$ cat src/rtl/pdu_lqlist_iterator_pkg.sv
// Shared definitions for the logical-qubit list iterator: default sizes and
// the iterator FSM state encoding.
package pdu_lqlist_iterator_pkg;

    localparam int unsigned LQ_COUNT   = 8;
    localparam int unsigned LQ_ADDR_BW = 3;

    typedef enum logic {
        IDLE = 1'b0,
        ITER = 1'b1
    } lq_iter_state_e;

endpackage : pdu_lqlist_iterator_pkg

$ cat src/rtl/pdu_lqlist_iterator_if.sv
// Handshake bundle between the PDU decode side (list in) and the per-LQ
// patch/address stage (index out).
interface pdu_lqlist_iterator_if
    import pdu_lqlist_iterator_pkg::*;
#(
    parameter int unsigned NUM_LQ    = LQ_COUNT,
    parameter int unsigned LQADDR_BW = LQ_ADDR_BW
);
    logic                 flush;
    logic                 in_valid;
    logic                 in_ready;
    logic [NUM_LQ-1:0]    in_lqlist;
    logic                 out_valid;
    logic                 out_ready;
    logic [LQADDR_BW-1:0] out_lqidx;
    logic [LQADDR_BW:0]   out_seq;
    logic                 out_last;
    logic                 done;
    logic                 busy;

    modport master (
        output flush, in_valid, in_lqlist, out_ready,
        input  in_ready, out_valid, out_lqidx, out_seq, out_last, done, busy
    );

    modport slave (
        input  flush, in_valid, in_lqlist, out_ready,
        output in_ready, out_valid, out_lqidx, out_seq, out_last, done, busy
    );
endinterface : pdu_lqlist_iterator_if

$ cat src/rtl/pdu_lqlist_iterator_lqindexer.sv
// Combinational LQ indexer: lowest set bit of the list and the list with
// that bit cleared.
module pdu_lqindexer
    import pdu_lqlist_iterator_pkg::*;
#(
    parameter int unsigned NUM_LQ    = LQ_COUNT,
    parameter int unsigned LQADDR_BW = LQ_ADDR_BW
) (
    input  logic [NUM_LQ-1:0]    lqlist,
    output logic [LQADDR_BW-1:0] lqidx,
    output logic [NUM_LQ-1:0]    next_lqlist
);

    localparam logic [NUM_LQ-1:0] LIST_ONE = NUM_LQ'(1);

    logic found;

    always_comb begin
        lqidx = '0;
        found = 1'b0;
        for (int unsigned i = 0; i < NUM_LQ; i++) begin
            if (lqlist[i] && !found) begin
                lqidx = LQADDR_BW'(i);
                found = 1'b1;
            end
        end
    end

    // Clearing the lowest set bit: x & (x - 1).
    assign next_lqlist = lqlist & (lqlist - LIST_ONE);

endmodule : pdu_lqindexer

$ cat src/rtl/pdu_lqlist_iterator.sv
// Logical-qubit list iterator: accepts an LQ bitmap and emits each selected
// index in ascending order over a valid/ready stream, then pulses done.
module pdu_lqlist_iterator
    import pdu_lqlist_iterator_pkg::*;
#(
    parameter int unsigned NUM_LQ    = LQ_COUNT,
    parameter int unsigned LQADDR_BW = LQ_ADDR_BW
) (
    input  logic                 clk,
    input  logic                 rst,
    pdu_lqlist_iterator_if.slave bus
);

    localparam int unsigned       SEQ_BW  = LQADDR_BW + 1;
    localparam logic [SEQ_BW-1:0] SEQ_ONE = SEQ_BW'(1);

    lq_iter_state_e       state_q, state_d;
    logic [NUM_LQ-1:0]    lqlist_q, lqlist_d;
    logic [SEQ_BW-1:0]    seq_q, seq_d;
    logic                 done_q, done_d;

    logic [LQADDR_BW-1:0] lqidx;
    logic [NUM_LQ-1:0]    next_lqlist;
    logic                 last_idx;

    pdu_lqindexer #(
        .NUM_LQ    (NUM_LQ),
        .LQADDR_BW (LQADDR_BW)
    ) u_lqindexer (
        .lqlist      (lqlist_q),
        .lqidx       (lqidx),
        .next_lqlist (next_lqlist)
    );

    assign last_idx = (next_lqlist == '0);

    always_ff @(posedge clk or negedge rst) begin
        if (!rst) begin
            state_q  <= IDLE;
            lqlist_q <= '0;
            seq_q    <= '0;
            done_q   <= 1'b0;
        end else begin
            state_q  <= state_d;
            lqlist_q <= lqlist_d;
            seq_q    <= seq_d;
            done_q   <= done_d;
        end
    end

    always_comb begin
        state_d  = state_q;
        lqlist_d = lqlist_q;
        seq_d    = seq_q;
        done_d   = 1'b0;
        if (bus.flush) begin
            state_d  = IDLE;
            lqlist_d = '0;
            seq_d    = '0;
        end else begin
            unique case (state_q)
                IDLE: begin
                    if (bus.in_valid) begin
                        seq_d = '0;
                        // An empty list completes immediately without entering ITER.
                        if (bus.in_lqlist != '0) begin
                            lqlist_d = bus.in_lqlist;
                            state_d  = ITER;
                        end else begin
                            done_d = 1'b1;
                        end
                    end
                end
                ITER: begin
                    if (bus.out_ready) begin
                        lqlist_d = next_lqlist;
                        seq_d    = seq_q + SEQ_ONE;
                        if (last_idx) begin
                            state_d = IDLE;
                            done_d  = 1'b1;
                        end
                    end
                end
                default: state_d = IDLE;
            endcase
        end
    end

    // Index-side outputs are forced to zero outside ITER so IDLE looks like reset.
    always_comb begin
        bus.in_ready  = (state_q == IDLE);
        bus.out_valid = (state_q == ITER);
        bus.busy      = (state_q == ITER);
        bus.out_lqidx = (state_q == ITER) ? lqidx : '0;
        bus.out_seq   = (state_q == ITER) ? seq_q : '0;
        bus.out_last  = (state_q == ITER) && last_idx;
        bus.done      = done_q;
    end

endmodule : pdu_lqlist_iterator

$ cat src/flat_wrapper.sv
// flat-port wrapper written by rule: the top's interface ports become plain ports
module pdu_lqlist_iterator_flat import pdu_lqlist_iterator_pkg::*;
#(
    parameter int unsigned NUM_LQ    = LQ_COUNT,
    parameter int unsigned LQADDR_BW = LQ_ADDR_BW
)
  (clk, rst, bus_flush, bus_in_valid, bus_in_lqlist, bus_out_ready, bus_in_ready, bus_out_valid, bus_out_lqidx, bus_out_seq, bus_out_last, bus_done, bus_busy);
  pdu_lqlist_iterator_if #(.NUM_LQ(NUM_LQ), .LQADDR_BW(LQADDR_BW)) bus_i ();
  input  logic clk;
  input  logic rst;
  input wire logic [$bits(bus_i.flush)-1:0] bus_flush;
  input wire logic [$bits(bus_i.in_valid)-1:0] bus_in_valid;
  input wire logic [$bits(bus_i.in_lqlist)-1:0] bus_in_lqlist;
  input wire logic [$bits(bus_i.out_ready)-1:0] bus_out_ready;
  output wire logic [$bits(bus_i.in_ready)-1:0] bus_in_ready;
  output wire logic [$bits(bus_i.out_valid)-1:0] bus_out_valid;
  output wire logic [$bits(bus_i.out_lqidx)-1:0] bus_out_lqidx;
  output wire logic [$bits(bus_i.out_seq)-1:0] bus_out_seq;
  output wire logic [$bits(bus_i.out_last)-1:0] bus_out_last;
  output wire logic [$bits(bus_i.done)-1:0] bus_done;
  output wire logic [$bits(bus_i.busy)-1:0] bus_busy;
  assign bus_i.flush = bus_flush;
  assign bus_i.in_valid = bus_in_valid;
  assign bus_i.in_lqlist = bus_in_lqlist;
  assign bus_i.out_ready = bus_out_ready;
  assign bus_in_ready = bus_i.in_ready;
  assign bus_out_valid = bus_i.out_valid;
  assign bus_out_lqidx = bus_i.out_lqidx;
  assign bus_out_seq = bus_i.out_seq;
  assign bus_out_last = bus_i.out_last;
  assign bus_done = bus_i.done;
  assign bus_busy = bus_i.busy;
  pdu_lqlist_iterator #(.NUM_LQ(NUM_LQ), .LQADDR_BW(LQADDR_BW)) u_core (.clk(clk), .rst(rst), .bus(bus_i));
endmodule
$ cat config.mk
export PLATFORM = sky130hd
export DESIGN_NAME = pdu_lqlist_iterator_flat
export DESIGN_NICKNAME = d
export VERILOG_FILES = /design/src/rtl/pdu_lqlist_iterator_pkg.sv /design/src/rtl/pdu_lqlist_iterator_if.sv /design/src/rtl/pdu_lqlist_iterator_lqindexer.sv /design/src/rtl/pdu_lqlist_iterator.sv /design/src/flat_wrapper.sv
export SDC_FILE = /design/constraint.sdc
export NUM_CORES = 1
export LEC_CHECK = 0
export CORE_ASPECT_RATIO = 1.4
export CORE_MARGIN = 4
export CORE_UTILIZATION = 30
export CTS_BUF_LIST = sky130_fd_sc_hd__clkbuf_16
export CTS_CLUSTER_SIZE = 40
export DETAILED_ROUTE_END_ITERATION = 16
export HOLD_SLACK_MARGIN = 0.02
export PLACE_DENSITY_LB_ADDON = 0.3
export SYNTH_ARGS = -nofsm -noshare
export SYNTH_HDL_FRONTEND = slang
export SYNTH_SLANG_ARGS = --single-unit
$ cat constraint.sdc
create_clock -name clk -period 1.8 [get_ports clk]
set_input_delay 0.36 -clock clk [delete_from_list [all_inputs] [get_ports clk]]
set_output_delay 0.36 -clock clk [all_outputs]
set_load 0.05 [all_outputs]
==> reports/qor.txt, run 1 <==
Clock Power Share: 35.2%
Worst-case clock buffer depth: 2
Post-detail-place hpwl: 2180 um
Share of cells above drive strength 1: 32.7%
# rows: 23
Comb pwr share: 34.6%
First-pass GRT wire length: 4720 um
Fin Clk Skew: 0.00495 ns
Total GRT Usage: 16.1%
Failing checks: negative setup slack
GRT overflow: 0
Final instance area: 1570 um2
Worst IR Drop VDD: 0.450 mV
Mapped Avg Cell Area: 8.06 um2
TritonCTS Sinks: 14
Sequential element share of the synthesized area: 38.1%
Worst Path Max Fanout: 4
Sw Share: 31.4%
Placeable Area: 2910 um2
Power density cells: 775 nW/um2
TritonRoute pass-1 iters: 4
Worst slew pin tran: 0.359 ns
Fmax: 468 MHz
Antenna violations before repair: 0
Maxcap violations: 0
Routed len/inst: 14.4 um
Critical path data arrival time: 1.78 ns
Critical Path Sink Type: primary output
Placed Area: 1440 um2
TritonCTS clock tree: yes
Syn Std Cell Area: 918 um2
Die Y: 73.5 um
Worst R2R Path Depth: 5
RSZ-0062 raised after global routing: true
Final slew viol count: 0
# diodes: 0
Clk_lat worst skew: 0.25 ns
WL final: 2810 um
Final period utilization: 119%
Synth cell types: 37
Area Growth Syn to Fin: 71.0%
Boundary Pins: 25
Int Power: 0.000835 W
Final #Nets: 174
Reg power frac: 30.2%
Top FF cell, synth: dfrtp_1
Root Buffer: clkbuf_16
Antenna Violating Nets Remaining: 0
Detailed-route via count: 1060
Die width: 54.8 um
Setup CP Type: flop to primary output
Clk pin slew, worst setup/hold paths: 0.05 ns
Fraction of registers with async set/reset: 100%
Final Core Density: 54.0%
Fillers: 278
Starting density of the core: 31.6%
Period minus WS final: 2.14 ns
Max-slew headroom: 75.9%
Startpoint type of the worst setup path: flop
GPL Wtd Cong: 0.854
Reg2Reg Launch Point: u_core.lqlist_q[1]$_DFFE_PN0P_
Post-Syn Instances: 114
# DRC: 0
Status: finished with violations
Yosys warns: 0
EDFF count, synth: 0
Mapped Nets: 128
Synthesized flop and latch total: 14
Data required, critical path: 1.44 ns
Vias in the first global route: 1110
Count of final setup violators: 5
PortBufs: 24
Leakage: 0.695 nW
Final WS setup: -0.339 ns
RR Endpoint: u_core.bus.done$_DFF_PN0_
Die area: 4020 um2
Switch Pwr: 0.000381 W
Final hold violation count: 0
CTS buffer count: 3
Via/cell ratio: 5.41
Iter 0 DRT Violations: 32
FF-to-FF setup slack: -0.01 ns
Worst hold-check path type: primary input to asynchronous set/reset pin
Largest net degree at the start of global routing: 15
Number of H-tree levels: 1
==> metrics by stage <==
stage / instances / setup WS (ns) / TNS [ns] / total power [W] / hold WS [ns]
2_1_floorplan: 114 / -0.230 / -0.458 / 0.000566 / 0.0644
3_3_place_gp: 189 / -0.170 / -0.935 / 0.000749 / 0.595
3_5_place_dp: 189 / -0.239 / -1.04 / 0.000757 / 0.597
4_1_cts: 196 / -0.350 / -0.936 / 0.00122 / 0.440
5_1_grt: 196 / -0.380 / -1.16 / 0.00127 / 0.466
6_report: 196 / -0.339 / -0.942 / 0.00122 / 0.434
==> worst max path at each step <==
stage	start	to	cells past startpoint
after global routing	u_core.lqlist_q[1]$_DFFE_PN0P_	bus_out_lqidx[0]	5
after CTS	u_core.lqlist_q[1]$_DFFE_PN0P_	bus_out_lqidx[0]	5
after detailed placement	bus_in_lqlist[3]	u_core.bus.busy$_DFF_PN0_	6
after floorplan	u_core.lqlist_q[1]$_DFFE_PN0P_	bus_out_lqidx[0]	5
final	u_core.lqlist_q[1]$_DFFE_PN0P_	bus_out_lqidx[0]	5
after global placement	bus_in_lqlist[3]	u_core.lqlist_q[1]$_DFFE_PN0P_	6
==> state kept, by name, summed over array words and instances, names as in the netlist <==
name	count
u_core.bus.done	1
u_core.bus.busy	1
u_core.lqlist_q	8
u_core.seq_q	4
==> cell usage in the layout, fill, tap and decap left out, types with 3 or more instances in the layout <==
cell and n:
dfrtp_2 3, dfrtp_1 11, buf_12 9, a31oi_1 4
a21oi_1 5, and2_1 6, clkbuf_16 3, nand2_1 9
nand3_1 17, clkdlybuf4s50_1 12, nor2_1 10, buf_4 27
xnor2_1 3
==> metal layers <==
| metal | global-route usage [%] | part of all wire [%] | vias to the layer above |
|---|---|---|---|
| li1 | - | - | 506 |
| met1 | 15.7 | 38 | 493 |
| met2 | 29.5 | 53 | 48 |
| met3 | 2.43 | 6.0 | 13 |
| met4 | 10.2 | 3.7 | 0 |
| met5 | 0 | 0 | - |
==> cell families (layout without fill, tap and decap cells) <==
| kind of cell | Yosys count | after routing | share of synthesized area [%] |
|---|---|---|---|
| buffers and inverters | 11 | 56 | 5.18 |
| xor gates and xnor gates | 3 | 3 | 2.86 |
| adders and majority gates | 1 | 1 | 1.36 |
| muxes | 1 | 1 | 1.09 |
| AOI/OAI and AO/OA | 24 | 24 | 18.3 |
| and+or+nand+nor | 60 | 60 | 33.1 |
| DFF | 14 | 14 | 38.1 |
==> power by group through the flow <==
stage	Sequential [W]	Combinational, W	Clock (W)
6_report	0.000367	0.000421	0.000428
5_1_grt	0.000370	0.000452	0.000446
4_1_cts	0.000366	0.000421	0.000435
3_5_place_dp	0.000369	0.000389	0
3_3_place_gp	0.000368	0.000382	0
2_1_floorplan	0.000375	0.000191	0
==> layout make-up <==
cell class | instances | area, um2 | area share, %
Multi-Input combinational cell | 89 | 564 | 35.9
Tap cell | 37 | 46.3 | 2.95
Inverter | 3 | 12.5 | 0.797
Clock inverter | 1 | 3.75 | 0.239
Sequential cell | 14 | 354 | 22.5
Clock buffer | 3 | 75.1 | 4.78
Timing Repair Buffer | 49 | 514 | 32.7
==> cell usage after synthesis, types with 2 or more instances <==
| library cell | count | area share (%) |
|---|---|---|
| inv_1 | 2 | 0.82 |
| and2_1 | 7 | 4.8 |
| xnor2_1 | 3 | 2.9 |
| nand3b_1 | 2 | 1.6 |
| nand2_1 | 9 | 3.7 |
| nor2_1 | 12 | 4.9 |
| a211oi_1 | 2 | 1.6 |
| nand4_1 | 2 | 1.4 |
| nand3_1 | 17 | 9.3 |
| o21ai_0 | 2 | 1.1 |
| a31oi_1 | 4 | 2.7 |
| or3_1 | 2 | 1.4 |
| dfrtp_1 | 14 | 38 |
| nor4_1 | 3 | 2.0 |
| clkbuf_1 | 5 | 2.0 |
| and3_1 | 2 | 1.4 |
| a21oi_1 | 6 | 3.3 |
==> what timing repair did <==
item,CTS,global route
pin swaps,1,2
gates resized for setup,6,3
hold buffers,0,0
endpoints found under the setup margin,4,6
cloned,0,0
setup buffers,3,1
==> critical path, stage by stage, from the launching register on <==
cell,delay (ns)
dfrtp_1,0.37
or4_4,0.58
nor4_4,0.16
nand2_1,0.12
a21oi_4,0.15
buf_12,0.15
No activity file was read; power rests on OpenSTA's default activity.
==> run 2, diff against run 1 <==
PLACE_DENSITY = 0.66   (was default)
PLACE_DENSITY_LB_ADDON = default   (was 0.3)
==> run 2 against run 1 <==
Net effect: the run still ends with negative setup slack left; final area increased by 2.0%; total power increased by 2.1%; maximum frequency is 0.84% lower; largest cell class unchanged; largest power group is now combinational logic.
==> reports/qor.txt, run 2 (synthesized netlist as in run 1, its figures left out) <==
Routed len/inst: 15.6 um
Count of final setup violators: 6
Worst R2R Path Depth: 6
Die Y: 73.5 um
Root Buffer: clkbuf_16
Area Growth Syn to Fin: 74.4%
PortBufs: 24
Final #Nets: 174
Post-detail-place hpwl: 2260 um
Final hold violation count: 0
Worst Path Max Fanout: 3
TritonCTS Sinks: 14
Hold Buf Count CTS: 0
Startpoint type of the worst setup path: flop
# rows: 23
Worst hold-check path type: primary input to asynchronous set/reset pin
Max-slew headroom: 71.2%
Status: finished with violations
Crit path launch: u_core.lqlist_q[1]$_DFFE_PN0P_
Maxcap violations: 0
Power density cells: 775 nW/um2
Starting density of the core: 31.6%
Final instance area: 1600 um2
Vias in the first global route: 1057
Placed Area: 1430 um2
TritonCTS clock tree: yes
Worst Hold Slack: 0.439 ns
Die area: 4020 um2
# diodes: 0
Die width: 54.8 um
Fin Clk Skew: 0.00131 ns
RR Endpoint: u_core.bus.done$_DFF_PN0_
Fmax: 464 MHz
Total GRT Usage: 17.0%
GPL Wtd Cong: 0.824
Top flop regs: u_core.lqlist_q (8), u_core.seq_q (4)
Most frequent cells in the layout: 27 x buf_4, 17 x nand3_1, 12 x clkdlybuf4s50_1, 11 x nor2_1, 11 x dfrtp_1
Final Core Density: 55.1%
WL final: 3050 um
Number of H-tree levels: 1
Final period utilization: 120%
GRT overflow: 0
Antenna Violating Nets Remaining: 0
RSZ-0062 raised after global routing: true
Setup CP Type: flop to primary output
Detailed-route via count: 1057
Clk_lat worst skew: 0.24 ns
Multi-input logic area: 596 um2
Commonest non-fill, non-tap cell in the layout: buf_4
Largest register FFs: 8
Critical Path Sink Type: primary output
Boundary Pins: 25
Antenna violations before repair: 0
First-pass GRT wire length: 4960 um
Capture point of the critical path: bus_out_last
Period minus WS final: 2.16 ns
Worst slew pin tran: 0.428 ns
Sequential Area: 354 um2
Largest net degree at the start of global routing: 15
CTS buffer count: 3
Reg2Reg Launch Point: u_core.lqlist_q[1]$_DFFE_PN0P_
Dpl ws: -0.131 ns
Top reg by flops: u_core.lqlist_q
Fillers: 252
Total power: 0.00124 W
Data required, critical path: 1.44 ns
Placeable Area: 2910 um2
Via/cell ratio: 5.39
Final slew viol count: 0
# DRC: 0
FF-to-FF setup slack: -0.18 ns
Share of cells above drive strength 1: 34.0%
Leakage: 0.698 nW
TritonRoute pass-1 iters: 4
Iter 0 DRT Violations: 23
Critical path data arrival time: 1.80 ns
Worst IR Drop VDD: 0.553 mV
Clk pin slew, worst setup/hold paths: 0.05 ns
Failing checks: negative setup slack
Final WS setup: -0.357 ns
Worst-case clock buffer depth: 2
-- run 2: worst min path at each step --
stage / slack (ns) / cells past startpoint / from / endpoint
4_1_cts: 0.44 / 2 / rst / u_core.lqlist_q[3]$_DFFE_PN0P_
6_report: 0.44 / 2 / rst / u_core.lqlist_q[3]$_DFFE_PN0P_
2_1_floorplan: 0.06 / 0 / rst / u_core.bus.busy$_DFF_PN0_
3_5_place_dp: 0.61 / 2 / u_core.lqlist_q[7]$_DFFE_PN0P_ / u_core.lqlist_q[7]$_DFFE_PN0P_
3_3_place_gp: 0.60 / 2 / u_core.lqlist_q[7]$_DFFE_PN0P_ / u_core.lqlist_q[7]$_DFFE_PN0P_
5_1_grt: 0.44 / 2 / rst / u_core.lqlist_q[2]$_DFFE_PN0P_
-- run 2: per-layer routing --
metal  vias to the layer above  global-route usage [%]  routed length, um
met1                       513                    20.2               1260
met4                         0                    6.37                 34
met3                         2                    2.84                 84
met5                         -                       0                  0
met2                        31                    29.5               1670
li1                        511                       -                  -
-- run 2: worst max-delay path, stage by stage, from the launching register on --
cell and delay, ns:
dfrtp_1 0.37, or4_4 0.57, buf_4 0.16, o22ai_4 0.15, and2_4 0.17, buf_12 0.13
-- run 2: layout make-up --
type	count	share of cell area, %
multi-input cells	89	37.2
repair buffers	49	32.1
flip-flops and latches	14	22.1
clock buffers	3	4.69
well taps	37	2.89
inverters	3	0.781
clock inverters	1	0.234
-- run 2: stage by stage --
step	instances	setup TNS, ns
after detailed placement	188	-0.729
final	196	-1.19
after global placement	188	-0.249
after CTS	196	-1.13
after global routing	196	-1.58
after floorplan	114	-0.458
-- run 2: power by group --
part	switching [W]	internal [W]	leakage (nW)	total (W)
Combinational	0.000230	0.000220	0.475	0.000451
Sequential	0.0000335	0.000337	0.185	0.000370
Clock	0.000127	0.000294	0.0385	0.000421
Total	0.000391	0.000851	0.698	0.00124
-- run 2: repair_timing --
action	4_1_cts	5_1_grt
cloned	0	0
setup buffers	4	0
endpoints found under the setup margin	4	6
resized for setup	5	7
pin swaps	3	2
